--- src/rtl/codec_cfg_arbiter.sv ---
// codec_cfg_arbiter: round-robin arbiter sharing one codec I2C write engine.
// Issues one engine transaction per grant, retries failures, answers ack/err.
module codec_cfg_arbiter #(
  parameter int          NREQ      = 4,
  parameter logic [7:0]  DEV_ADDR  = 8'h34,
  parameter int          TIMEOUT   = 4096,
  parameter int          MAX_RETRY = 3,
  parameter int          RETRY_GAP = 64
) (
  input  logic                 clk_n,
  input  logic                 rst,
  input  logic [NREQ-1:0]      req,
  input  logic [16*NREQ-1:0]   req_word,
  output logic [NREQ-1:0]      ack,
  output logic [NREQ-1:0]      err,
  output logic                 busy,
  output logic                 i2c_start,
  output logic [7:0]           i2c_dev,
  output logic [15:0]          i2c_word,
  input  logic                 i2c_done,
  input  logic                 i2c_nack
);

  localparam int IW   = (NREQ > 1) ? $clog2(NREQ) : 1;
  localparam int TMAX = (TIMEOUT > RETRY_GAP) ? TIMEOUT : RETRY_GAP;
  localparam int TW   = $clog2(TMAX + 1);
  localparam int RW   = (MAX_RETRY > 0) ? $clog2(MAX_RETRY + 1) : 1;

  localparam logic [2:0] S_IDLE  = 3'd0;
  localparam logic [2:0] S_ISSUE = 3'd1;
  localparam logic [2:0] S_WAIT  = 3'd2;
  localparam logic [2:0] S_GAP   = 3'd3;
  localparam logic [2:0] S_RESP  = 3'd4;

  logic [2:0]    state;
  logic [IW-1:0] rr_ptr;
  logic [IW-1:0] grant;
  logic [RW-1:0] retry_cnt;
  logic [TW-1:0] timer;
  logic          ok;

  logic          pick_vld;
  logic [IW-1:0] pick;
  logic          fail;

  // Round-robin pick: first set req starting at rr_ptr, wrapping mod NREQ.
  always_comb begin
    logic [IW-1:0] idx;
    idx      = '0;
    pick_vld = 1'b0;
    pick     = '0;
    for (int k = NREQ - 1; k >= 0; k--) begin
      idx = IW'((int'(rr_ptr) + k) % NREQ);
      if (req[idx]) begin
        pick_vld = 1'b1;
        pick     = idx;
      end
    end
  end

  // A simultaneous done+nack is a NACK; timeout aborts on the last WAIT cycle.
  assign fail = i2c_nack || (timer == TW'(TIMEOUT - 1));

  // Main sequencer: grant, issue, wait, back off and respond.
  always_ff @(negedge clk_n) begin
    if (rst) begin
      state     <= S_IDLE;
      rr_ptr    <= '0;
      grant     <= '0;
      retry_cnt <= '0;
      timer     <= '0;
      ok        <= 1'b0;
      i2c_word  <= '0;
    end else begin
      unique case (state)
        S_IDLE: begin
          if (pick_vld) begin
            grant     <= pick;
            i2c_word  <= req_word[16*pick +: 16];
            retry_cnt <= '0;
            state     <= S_ISSUE;
          end
        end
        S_ISSUE: begin
          timer <= '0;
          state <= S_WAIT;
        end
        S_WAIT: begin
          if (i2c_done && !i2c_nack) begin
            ok    <= 1'b1;
            state <= S_RESP;
          end else if (fail) begin
            timer <= '0;
            if (retry_cnt < RW'(MAX_RETRY)) begin
              retry_cnt <= retry_cnt + RW'(1);
              state     <= S_GAP;
            end else begin
              ok    <= 1'b0;
              state <= S_RESP;
            end
          end else begin
            timer <= timer + TW'(1);
          end
        end
        S_GAP: begin
          if (timer == TW'(RETRY_GAP - 1)) begin
            state <= S_ISSUE;
          end else begin
            timer <= timer + TW'(1);
          end
        end
        S_RESP: begin
          if (grant == IW'(NREQ - 1)) begin
            rr_ptr <= '0;
          end else begin
            rr_ptr <= grant + IW'(1);
          end
          state <= S_IDLE;
        end
        default: state <= S_IDLE;
      endcase
    end
  end

  // Response pulses come straight from the one-cycle RESP state.
  always_comb begin
    ack = '0;
    err = '0;
    if (state == S_RESP) begin
      if (ok) begin
        ack[grant] = 1'b1;
      end else begin
        err[grant] = 1'b1;
      end
    end
  end

  assign busy      = (state != S_IDLE);
  assign i2c_start = (state == S_ISSUE);
  assign i2c_dev   = DEV_ADDR;

endmodule

--- config.mk ---
export PLATFORM = sky130hd
export DESIGN_NAME = codec_cfg_arbiter
export DESIGN_NICKNAME = d
export VERILOG_FILES = /design/src/rtl/codec_cfg_arbiter.sv
export SDC_FILE = /design/constraint.sdc
export NUM_CORES = 1
export LEC_CHECK = 0
export CAP_MARGIN = 20
export CORE_AREA = 3 3 78 80
export CTS_BUF_LIST = sky130_fd_sc_hd__clkbuf_4
export DETAILED_ROUTE_END_ITERATION = 7
export DIE_AREA = 0 0 81 83
export PLACE_DENSITY = 0.88
export SYNTH_ARGS = -nofsm -noshare
export SYNTH_HDL_FRONTEND = slang
export SYNTH_SLANG_ARGS = --single-unit
--- constraint.sdc ---
create_clock -name clk_n -period 4.8 [get_ports clk_n]
set_clock_uncertainty 0.05 [all_clocks]
set_input_delay 1.44 -clock clk_n [delete_from_list [all_inputs] [get_ports clk_n]]
set_output_delay 1.44 -clock clk_n [all_outputs]
set_load 0.05 [all_outputs]
==> impl_metrics.json, run 1 <==
{
  "run_status": "stopped before the end",
  "last_stage_the_flow_got_to": "global routing (5_1_grt)",
  "stop_error": "[ERROR GRT-0232] Routing congestion too high. Check the congestion heatmap in the GUI.",
  "grt_overflow": 143,
  "dp_hpwl_um": 6415,
  "die_x_um": 81,
  "synth_top_cells_by_area": "dfxtp_1 (29%), mux2i_1 (6.4%), nor3b_1 (5.1%), o21a_1 (5.1%), o211ai_2 (4.7%)",
  "cts.htree.levels": 2,
  "die_y_um": 83,
  "warnings_from_yosys": 0,
  "crit_endpoint": "ack[0]",
  "ys_seq_elements": 39,
  "worst_endpoint_kind": "top-level output",
  "holdBufCountCts": 0,
  "total_routing_usage_gr": 0.7492,
  "synth_edf_count": 0,
  "cts_root_cell": "clkbuf_4",
  "yosys.area.top_type_share": 0.2934,
  "synth.distinct_cells": 57,
  "clock_tree.buffer_depth": 2,
  "async_flop_share": 0,
  "fp-row-count": 27,
  "syn_area_per_cell_um2": 8.613,
  "cts_buffers": 5,
  "synthCells": 309,
  "synth.cell_area_um2": 2661,
  "gp_congestion": 0.8510,
  "biggest_area_consumer_among_synthesized_cells": "dfxtp_1",
  "starting_utilization_of_the_core_area": 0.4863,
  "maximum_number_of_pins_on_one_net_before_global_route_repair": 17,
  "dominantRegCellSynth": "dfxtp_1",
  "yosysSeqAreaShare": 0.2934,
  "design.portCount": 106,
  "tritoncts_num_sinks": 39,
  "port_buffers": 97
}
Yosys cell counts, drive strengths merged, types with 4 or more instances:
cell     n
nor2    24
ha       6
a21oi   12
and2     7
xor2     9
clkbuf   5
o21a    18
nor3     5
mux2i   17
nor4     4
dfxtp   39
and3     9
nor2b    4
nor3b   18
nand2   30
o21ai   21
buf     19
o211ai  17
inv      7
cell families after synthesis:
logic type | after synthesis | synth area share
flip-flops | 39 | 0.2934
AND/OR/NAND/NOR | 125 | 0.2760
XOR/XNOR | 9 | 0.02962
multiplexers | 17 | 0.06394
other | 2 | 0.002822
adder cells (fa/ha/maj) | 6 | 0.02821
AO/OA/AOI/OAI | 80 | 0.2257
buffers and inverters | 31 | 0.08039
per-stage QoR:
stage | setup WS [ns] | cells | area, um2 | util | TNS [ns]
after floorplan | -0.4470 | 315 | 2841 | - | -6.729
after global placement | -1.300 | 488 | 4209 | 0.7691 | -31.35
after detailed placement | -1.399 | 488 | 4209 | 0.7691 | -33.57
after CTS | -0.5021 | 559 | 4977 | 0.9095 | -6.012
timing repair:
action,CTS
endpoints found under the setup margin,60
pin swaps,23
gates cloned,7
gates resized for setup,111
buffers inserted,19
metal layers:
metal	global-route usage	overflow
met5	0	0
met4	0.8863	58
met3	0.5076	1
met2	0.9425	84
met1	0.7254	0
==> run 2, diff against run 1 <==
==> config.mk (replaced) <==
export PLATFORM = sky130hd
export DESIGN_NAME = codec_cfg_arbiter
export DESIGN_NICKNAME = d
export VERILOG_FILES = /design/src/rtl/codec_cfg_arbiter.sv
export SDC_FILE = /design/constraint.sdc
export NUM_CORES = 1
export LEC_CHECK = 0
export CAP_MARGIN = 20
export CORE_AREA = 3 3 92 94
export DETAILED_ROUTE_END_ITERATION = 7
export DIE_AREA = 0 0 95 97
export PLACE_DENSITY_LB_ADDON = 0.15
export SYNTH_ARGS = -nofsm -noshare
export SYNTH_HDL_FRONTEND = slang
export SYNTH_SLANG_ARGS = --single-unit
==> impl_metrics.json, run 2 <==
{
  "async_flop_share": 0,
  "cts_root_cell": "clkbuf_8",
  "warnings_from_yosys": 0,
  "clkLatencyLatePin_ns": 0.37,
  "cp_data_required_time_ns": 3.31,
  "synthCells": 309,
  "cts_buffers": 5,
  "leakagePower_nw": 2.100,
  "detail-route-antenna-nets": 0,
  "worst_path_largest_cell_delay_ns": 0.33,
  "starting_utilization_of_the_core_area": 0.3444,
  "slew_viol_final": 0,
  "synth.cell_area_um2": 2661,
  "instances_no_fill": 590,
  "gp_congestion": 0.8072,
  "maximum_number_of_pins_on_one_net_before_global_route_repair": 17,
  "synth_edf_count": 0,
  "holdBufCountCts": 0,
  "total_power_mw": 1.355,
  "num_vias": 2981,
  "antennaDiodeCount": 0,
  "reg2reg_setup_slack_ns": 2.79,
  "synth_top_cells_by_area": "dfxtp_1 (29%), mux2i_1 (6.4%), nor3b_1 (5.1%), o21a_1 (5.1%), o211ai_2 (4.7%)",
  "initialDrtViolationCount": 87,
  "run_status": "finished, violations left",
  "dr.pass1.iters": 4,
  "ys_seq_elements": 39,
  "fp-row-count": 32,
  "die_x_um": 95,
  "design.die.area_um2": 9215,
  "port_buffers": 97,
  "layout_common_cells": "clkdlybuf4s50_1 (64), inv_1 (45), buf_12 (30), buf_4 (30), nand2_1 (24)",
  "slowest_stage": "dfxtp_2",
  "fin_hold_ws_ns": 0.4019,
  "irDropWorstVdd_uv": 151.5,
  "drive_above_1_share": 0.4057,
  "layout.cells.most_common": "clkdlybuf4s50_1",
  "layout_top_registers": "i2c_word (16), timer (13), state (3)",
  "synth.distinct_cells": 57,
  "post-route-drc-count": 0,
  "final_hold_viol_count": 0,
  "path_class": "reg -> out",
  "pwr_density_cell_nw_per_um2": 265.4,
  "clock_tree_from_tritoncts": "built",
  "dp_hpwl_um": 6078,
  "total_routing_usage_gr": 0.2052,
  "cts.htree.levels": 2,
  "number_of_cells_after_detailed_placement": 528,
  "clkSlewWorstSetupHoldPaths_ns": 0.03,
  "yosys.area.top_type_share": 0.2934,
  "violations": "setup timing",
  "timing.critical_path.buf_inv": 1,
  "maximum_capacitance_violations": 0,
  "rr_startpoint": "state[1]",
  "critPathArrivalTime_ns": 3.69,
  "end_kind": "primary output",
  "placement.setup.worst_slack_ns": -1.083,
  "rsz0062_at_grt": "true",
  "die_y_um": 97,
  "flip_flop_count_of_the_largest_register_all_copies_and_words_added": 16,
  "dominantRegCellSynth": "dfxtp_1",
  "critPathLaunchType": "flop",
  "synth_most_common_cell": "dfxtp_1",
  "timing_worst_slew_pin_value_ns": 0.5461,
  "synth.top_cells.by_count": "dfxtp_1 (39), nand2_1 (30), nor2_1 (24), nor3b_1 (18), o21a_1 (18)",
  "min_path_type": "reg -> reg",
  "global_route_wire_length_before_repair_um": 15160,
  "setup-violations-final": 28,
  "biggest_area_consumer_among_synthesized_cells": "dfxtp_1",
  "cp_max_fo": 5,
  "finalWorstSetupSlack_ns": -0.3823,
  "design.portCount": 106,
  "regMostFlops": "i2c_word",
  "clock_tree.buffer_depth": 2,
  "area_growth_pct": 91.87,
  "wire_length_after_detailed_routing_um": 9160,
  "vias_per_cell": 5.053,
  "syn_area_per_cell_um2": 8.613,
  "crit_path_cells": "nor2_4 > and2_4 > and3_4 > buf_12",
  "antenna_violations_before_repair": 0,
  "wl_per_cell_um": 15.53,
  "crit_start": "state[1]",
  "grt_overflow": 0,
  "tritoncts_num_sinks": 39,
  "coreArea_um2": 7727,
  "design.final.nets": 565,
  "number_of_global_route_vias_before_repair": 3222,
  "yosysSeqAreaShare": 0.2934,
  "max-slew-margin-rel": 0.6329,
  "timing.hold.worst.start": "retry_cnt[1]",
  "critical_path.top_delay_family": "simple AND/OR/NAND/NOR gates"
}
[run 2: where the power goes]
group          internal (mW)  switching (mW)
Combinational          0.292           0.261
Clock                  0.194           0.215
Sequential             0.359          0.0332
[run 2: tightest hold or removal path: cells and delay by family, from the launching register on]
| family | cells | cell delay (ns) |
|---|---|---|
| AND/OR/NAND/NOR | 1 | 0.05 |
| AO/OA/AOI/OAI | 1 | 0.05 |
| flip-flops | 1 | 0.30 |
[run 2: cells by family after synthesis]
group                      after synthesis  share of synthesized area
AOI/OAI and AO/OA                       80                     0.2257
other                                    2                   0.002822
adders and majority gates                6                    0.02821
muxes                                   17                    0.06394
DFF                                     39                     0.2934
and+or+nand+nor                        125                     0.2760
xor gates and xnor gates                 9                    0.02962
buffers and inverters                   31                    0.08039
[run 2: layout make-up]
type	instances	area, um2
Fill cell	618	2621
Multi-Input combinational cell	245	2044
Timing Repair Buffer	151	1846
Sequential cell	39	810.8
Clock inverter	42	183.9
Tap cell	102	127.6
Clock buffer	5	68.82
Inverter	6	25.02
[run 2: path summary, 6_finish.rpt]
check | end | cells after the start
worst max-delay path | ack[1] | 4
worst min-delay path | retry_cnt[1] | 2
worst max register to register | timer[6] | 8
worst min register to register | retry_cnt[1] | 2
[run 2: metrics by stage]
stage                       util  TNS [ns]  instance area [um2]
final                     0.6608    -5.331                 5106
after global routing      0.6608    -7.383                 5106
after CTS                 0.6530    -5.720                 5046
after detailed placement  0.5609    -29.38                 4334
after global placement    0.5609    -27.71                 4334
after floorplan                -    -6.729                 2841
[run 2: metal layers]
metal  wire length [um]  vias up  part of all wire  track usage
met4                210        0             0.023      0.08657
li1                   -     1459                 -            -
met2               4578       92              0.50       0.3319
met3                499       15             0.054      0.06610
met1               3872     1415              0.42       0.2467
met5                  0        -                 0            0
[run 2: timing repair]
action                                 4_1_cts  5_1_grt
gates resized for setup                    105       34
endpoints found under the hold margin        0        0
setup endpoints to repair                   47       43
setup buffers                               15        0
pin swaps                                   27       15
gates cloned                                 6        0
No activity file was read; power rests on OpenSTA's default activity.
==> run 3, diff against run 2 <==
--- a/config.mk
+++ b/config.mk
@@ -10,6 +10,7 @@
 export DETAILED_ROUTE_END_ITERATION = 7
 export DIE_AREA = 0 0 95 97
 export PLACE_DENSITY_LB_ADDON = 0.15
+export REMOVE_ABC_BUFFERS = 1
 export SYNTH_ARGS = -nofsm -noshare
 export SYNTH_HDL_FRONTEND = slang
 export SYNTH_SLANG_ARGS = --single-unit
==> impl_metrics.json, run 3 (synthesis results as in run 2) <==
{
  "layout.core_utilization": 0.6240,
  "slew_viol_final": 0,
  "drive_above_1_share": 0.3627,
  "max-slew-margin-rel": 0.5682,
  "worst_path_largest_cell_delay_ns": 0.38,
  "placement.setup.worst_slack_ns": -1.265,
  "wire_length_after_detailed_routing_um": 8444,
  "antennaDiodeCount": 0,
  "hold_path_end": "retry_cnt[1]",
  "dp_hpwl_um": 5673,
  "layout_common_cells": "clkdlybuf4s50_1 (65), inv_1 (43), buf_4 (30)",
  "number_of_global_route_vias_before_repair": 2948,
  "cp_max_fo": 4,
  "antenna_violations_before_repair": 0,
  "r2r-end": "retry_cnt[0]",
  "min_path_type": "reg -> reg",
  "setup-violations-final": 26,
  "reg2reg_setup_slack_ns": 2.66,
  "die_y_um": 97,
  "post-route-drc-count": 0,
  "wl_per_cell_um": 14.58,
  "dr.pass1.iters": 4,
  "slowest_stage": "or3_4",
  "global_route_wire_length_before_repair_um": 13720,
  "initialDrtViolationCount": 80,
  "fin_hold_ws_ns": 0.4175,
  "critical_path.top_delay_family": "simple AND/OR/NAND/NOR gates",
  "port_buffers": 97,
  "crit_start": "state[0]",
  "violations": "setup timing",
  "pwr_density_cell_nw_per_um2": 261.4,
  "num_vias": 2889,
  "fp-row-count": 32,
  "run_status": "finished, violations left",
  "timing_worst_slew_pin_value_ns": 0.6424,
  "reg2reg_depth": 5,
  "fillers": 643,
  "post-route-cell-area_um2": 4822,
  "area_growth_pct": 81.19,
  "flip_flop_count_of_the_largest_register_all_copies_and_words_added": 16,
  "clkSlewWorstSetupHoldPaths_ns": 0.04,
  "regMostFlops": "i2c_word",
  "leakagePower_nw": 1.974,
  "total_routing_usage_gr": 0.1863,
  "rr_startpoint": "timer[7]",
  "cts.htree.levels": 2,
  "starting_utilization_of_the_core_area": 0.3444,
  "final_hold_viol_count": 0,
  "vias_per_cell": 4.990,
  "design.die.area_um2": 9215,
  "design.portCount": 106,
  "maximum_capacitance_violations": 0,
  "crit_path_cells": "buf_6 > or3_4 > buf_8",
  "tritoncts_num_sinks": 39,
  "cts_root_cell": "clkbuf_8",
  "end_kind": "primary output",
  "cts_buffers": 5,
  "rsz0062_at_grt": "true",
  "setup_tns_ns": -6.642,
  "die_x_um": 95,
  "critPathArrivalTime_ns": 3.75,
  "coreArea_um2": 7727,
  "critPathLaunchType": "flop",
  "timing.hold.worst.start": "retry_cnt[1]",
  "clock_tree_from_tritoncts": "built",
  "clock_tree.buffer_depth": 2,
  "irDropWorstVdd_uv": 156.5,
  "clkLatencyLatePin_ns": 0.36,
  "design.final.nets": 554,
  "layout_top_registers": "i2c_word (16), timer (13), state (3)",
  "holdBufCountCts": 0,
  "layout.cells.most_common": "clkdlybuf4s50_1",
  "dpl_cell_area_um2": 4109,
  "finalWorstSetupSlack_ns": -0.4395,
  "detail-route-antenna-nets": 0,
  "path_class": "reg -> out",
  "grt_overflow": 0,
  "timing.critical_path.buf_inv": 2,
  "maximum_number_of_pins_on_one_net_before_global_route_repair": 33,
  "gp_congestion": 0.7718,
  "hold-path-cell-count": 2,
  "cp_data_required_time_ns": 3.31
}
==> run 3: stage by stage <==
step	std cells	power (mW)
floorplan	291	0.6497
detailed placement	521	0.8927
finish	579	1.260
global route	579	1.358
global placement	521	0.8892
CTS	578	1.264
==> run 3: worst min-delay path, cell delays in order, from the launching register on <==
cell,delay (ns)
dfxtp_1,0.31
nand2_1,0.06
a21oi_1,0.05
==> run 3: what timing repair did <==
action                                  4_1_cts  5_1_grt
buffers inserted                              8        2
pin swaps                                    21       11
gates cloned                                  3        0
endpoints found under the setup margin       46       43
resized for setup                            92       41
==> run 3: where the power goes <==
| group | internal (mW) | total (mW) | switching, mW |
|---|---|---|---|
| logic | 0.269 | 0.520 | 0.251 |
| clock network | 0.143 | 0.349 | 0.206 |
| registers | 0.360 | 0.391 | 0.0305 |
==> run 3: area by class of cell <==
class	instances	area [um2]	area share
sequential	39	805.8	0.1671
multi-input combinational	245	1961	0.4066
inverter	6	25.02	0.005189
tap	102	127.6	0.02647
clock inverter	42	165.2	0.03425
clock buffer	5	68.82	0.01427
timing repair buffer	140	1669	0.3461
==> run 3: per-layer routing <==
metal  GRT usage  part of all wire
met4     0.08102             0.015
met2      0.2950              0.49
met1      0.2093              0.40
met5           0                 0
met3     0.09098             0.096
==> run 3: how the worst max path moves through the flow <==
stage                        endpoint  slack [ns]  cells past startpoint
after floorplan           i2c_word[0]       -1.89                      5
after global placement    i2c_word[7]       -1.24                      6
after detailed placement  i2c_word[7]       -1.26                      6
after CTS                        busy       -0.47                      3
after global routing             busy       -0.49                      3
final                            busy       -0.44                      3
==> run 4, diff against run 3 <==
--- a/config.mk
+++ b/config.mk
@@ -6,9 +6,9 @@
 export NUM_CORES = 1
 export LEC_CHECK = 0
 export CAP_MARGIN = 20
-export CORE_AREA = 3 3 92 94
+export CORE_AREA = 2 2 91 93
 export DETAILED_ROUTE_END_ITERATION = 7
-export DIE_AREA = 0 0 95 97
+export DIE_AREA = 0 0 93 95
 export PLACE_DENSITY_LB_ADDON = 0.15
 export REMOVE_ABC_BUFFERS = 1
 export SYNTH_ARGS = -nofsm -noshare
==> impl_metrics.json, run 4 (synthesis results as in run 2) <==
{
  "design.portCount": 106,
  "detail-route-antenna-nets": 0,
  "fp-row-count": 33,
  "reg2reg_setup_slack_ns": 0.03,
  "wl_per_cell_um": 14.92,
  "instances_no_fill": 616,
  "crit_start": "state[0]",
  "timing_worst_slew_pin_value_ns": 0.6108,
  "dr.pass1.iters": 4,
  "critPathArrivalTime_ns": 3.85,
  "max-slew-margin-rel": 0.5894,
  "clock_tree_from_tritoncts": "built",
  "vias_per_cell": 5.000,
  "total_routing_usage_gr": 0.2123,
  "reg2reg_depth": 36,
  "coreArea_um2": 7928,
  "grt_overflow": 0,
  "path_class": "reg -> out",
  "die_x_um": 93,
  "cts.htree.levels": 2,
  "final_hold_viol_count": 0,
  "gp_congestion": 0.8191,
  "global_route_wire_length_before_repair_um": 14900,
  "slew_viol_final": 0,
  "rr_startpoint": "state[0]",
  "drive_above_1_share": 0.3992,
  "die_y_um": 95,
  "layout_top_registers": "i2c_word (16), timer (13), state (3)",
  "cts_root_cell": "clkbuf_8",
  "hold-path-cell-count": 2,
  "dp_hpwl_um": 5642,
  "placement.setup.worst_slack_ns": -0.9834,
  "layout_common_cells": "clkdlybuf4s50_1 (64), buf_4 (64), inv_1 (45)",
  "num_vias": 3080,
  "pwr_density_cell_nw_per_um2": 250.9,
  "antennaDiodeCount": 0,
  "cp_data_required_time_ns": 3.31,
  "holdBufCountCts": 0,
  "finalWorstSetupSlack_ns": -0.5380,
  "tritoncts_num_sinks": 39,
  "dpl_cell_area_um2": 4164,
  "clkLatencyLatePin_ns": 0.37,
  "starting_utilization_of_the_core_area": 0.3357,
  "irDropWorstVdd_uv": 120.2,
  "antenna_violations_before_repair": 0,
  "min_path_type": "reg -> reg",
  "initialDrtViolationCount": 118,
  "flip_flop_count_of_the_largest_register_all_copies_and_words_added": 16,
  "critPathLaunchType": "flop",
  "cts_buffers": 5,
  "post-route-drc-count": 0,
  "design.final.nets": 590,
  "layout.core_utilization": 0.6419,
  "design.die.area_um2": 8835,
  "clkSlewWorstSetupHoldPaths_ns": 0.06,
  "rsz0062_at_grt": "true",
  "timing.hold.worst.start": "retry_cnt[1]",
  "post-route-cell-area_um2": 5089,
  "run_status": "finished, violations left",
  "port_buffers": 97,
  "cp_max_fo": 4,
  "area_growth_pct": 91.21,
  "maximum_number_of_pins_on_one_net_before_global_route_repair": 33,
  "fin_hold_ws_ns": 0.4242,
  "regMostFlops": "i2c_word",
  "leakagePower_nw": 2.143,
  "end_kind": "primary output",
  "number_of_global_route_vias_before_repair": 3313,
  "violations": "setup timing",
  "wire_length_after_detailed_routing_um": 9189,
  "maximum_capacitance_violations": 0,
  "setup-violations-final": 26,
  "fillers": 665,
  "clock_tree.buffer_depth": 2,
  "number_of_cells_after_detailed_placement": 527
}
-- run 4: cell count changes in the layout (fill, tap and decap cells not counted), sizes merged --
| cell | previous run | this run |
|---|---|---|
| buf | 74 | 110 |
| dlygate4sd2 | 0 | 1 |
| inv | 45 | 46 |
| clkinv | 1 | 0 |
| clkbuf | 5 | 6 |
| clkinvlp | 2 | 0 |
| clkdlybuf4s50 | 65 | 64 |
| clkdlybuf4s15 | 1 | 0 |
-- run 4: metal layers --
layer | wire length [um] | track usage | part of all wire
met5 | 0 | 0 | 0
met4 | 161 | 0.09926 | 0.018
met3 | 730 | 0.08859 | 0.079
met2 | 4580 | 0.3611 | 0.50
met1 | 3716 | 0.2301 | 0.40
-- run 4: area by class of cell --
type,instances,area (um2),area share
clock inverter,40,150.1,0.02951
clock buffer,5,68.82,0.01352
timing repair buffer,176,1941,0.3814
multi-input combinational,245,1969,0.3870
sequential,39,805.8,0.1583
inverter,6,22.52,0.004426
tap,105,131.4,0.02582
-- run 4: timing repair --
item,4_1_cts,5_1_grt
buffers inserted,43,7
endpoints found under the setup margin,48,43
pin swaps,19,18
gates resized for setup,94,43
hold endpoints to repair,0,0
gates cloned,2,0
-- run 4: power by group --
part	total (mW)	switching [mW]	leakage, nW	internal, mW
clock network	0.346	0.208	0.249	0.138
logic	0.539	0.255	1.57	0.284
registers	0.391	0.0317	0.325	0.359
total	1.28	0.495	2.14	0.782
-- run 4: path summary, 6_finish.rpt --
check,end
hold reg to reg,retry_cnt[1]
setup reg to reg,rr_ptr[0]
setup / recovery,err[1]
hold / removal,retry_cnt[1]
-- run 4: worst max-delay path, cell delays in order, from the launching register on --
cell and delay (ns):
dfxtp_4 0.36, nor2_4 0.12, nand2_2 0.07, buf_6 0.12
nor2_4 0.11, and2_4 0.17, buf_12 0.13
-- run 4: per-stage QoR --
step	TNS (ns)	total power, mW
2_1_floorplan	-41.50	0.6497
3_3_place_gp	-28.68	0.8943
3_5_place_dp	-29.36	0.8988
4_1_cts	-6.291	1.257
5_1_grt	-8.277	1.364
6_report	-6.817	1.277
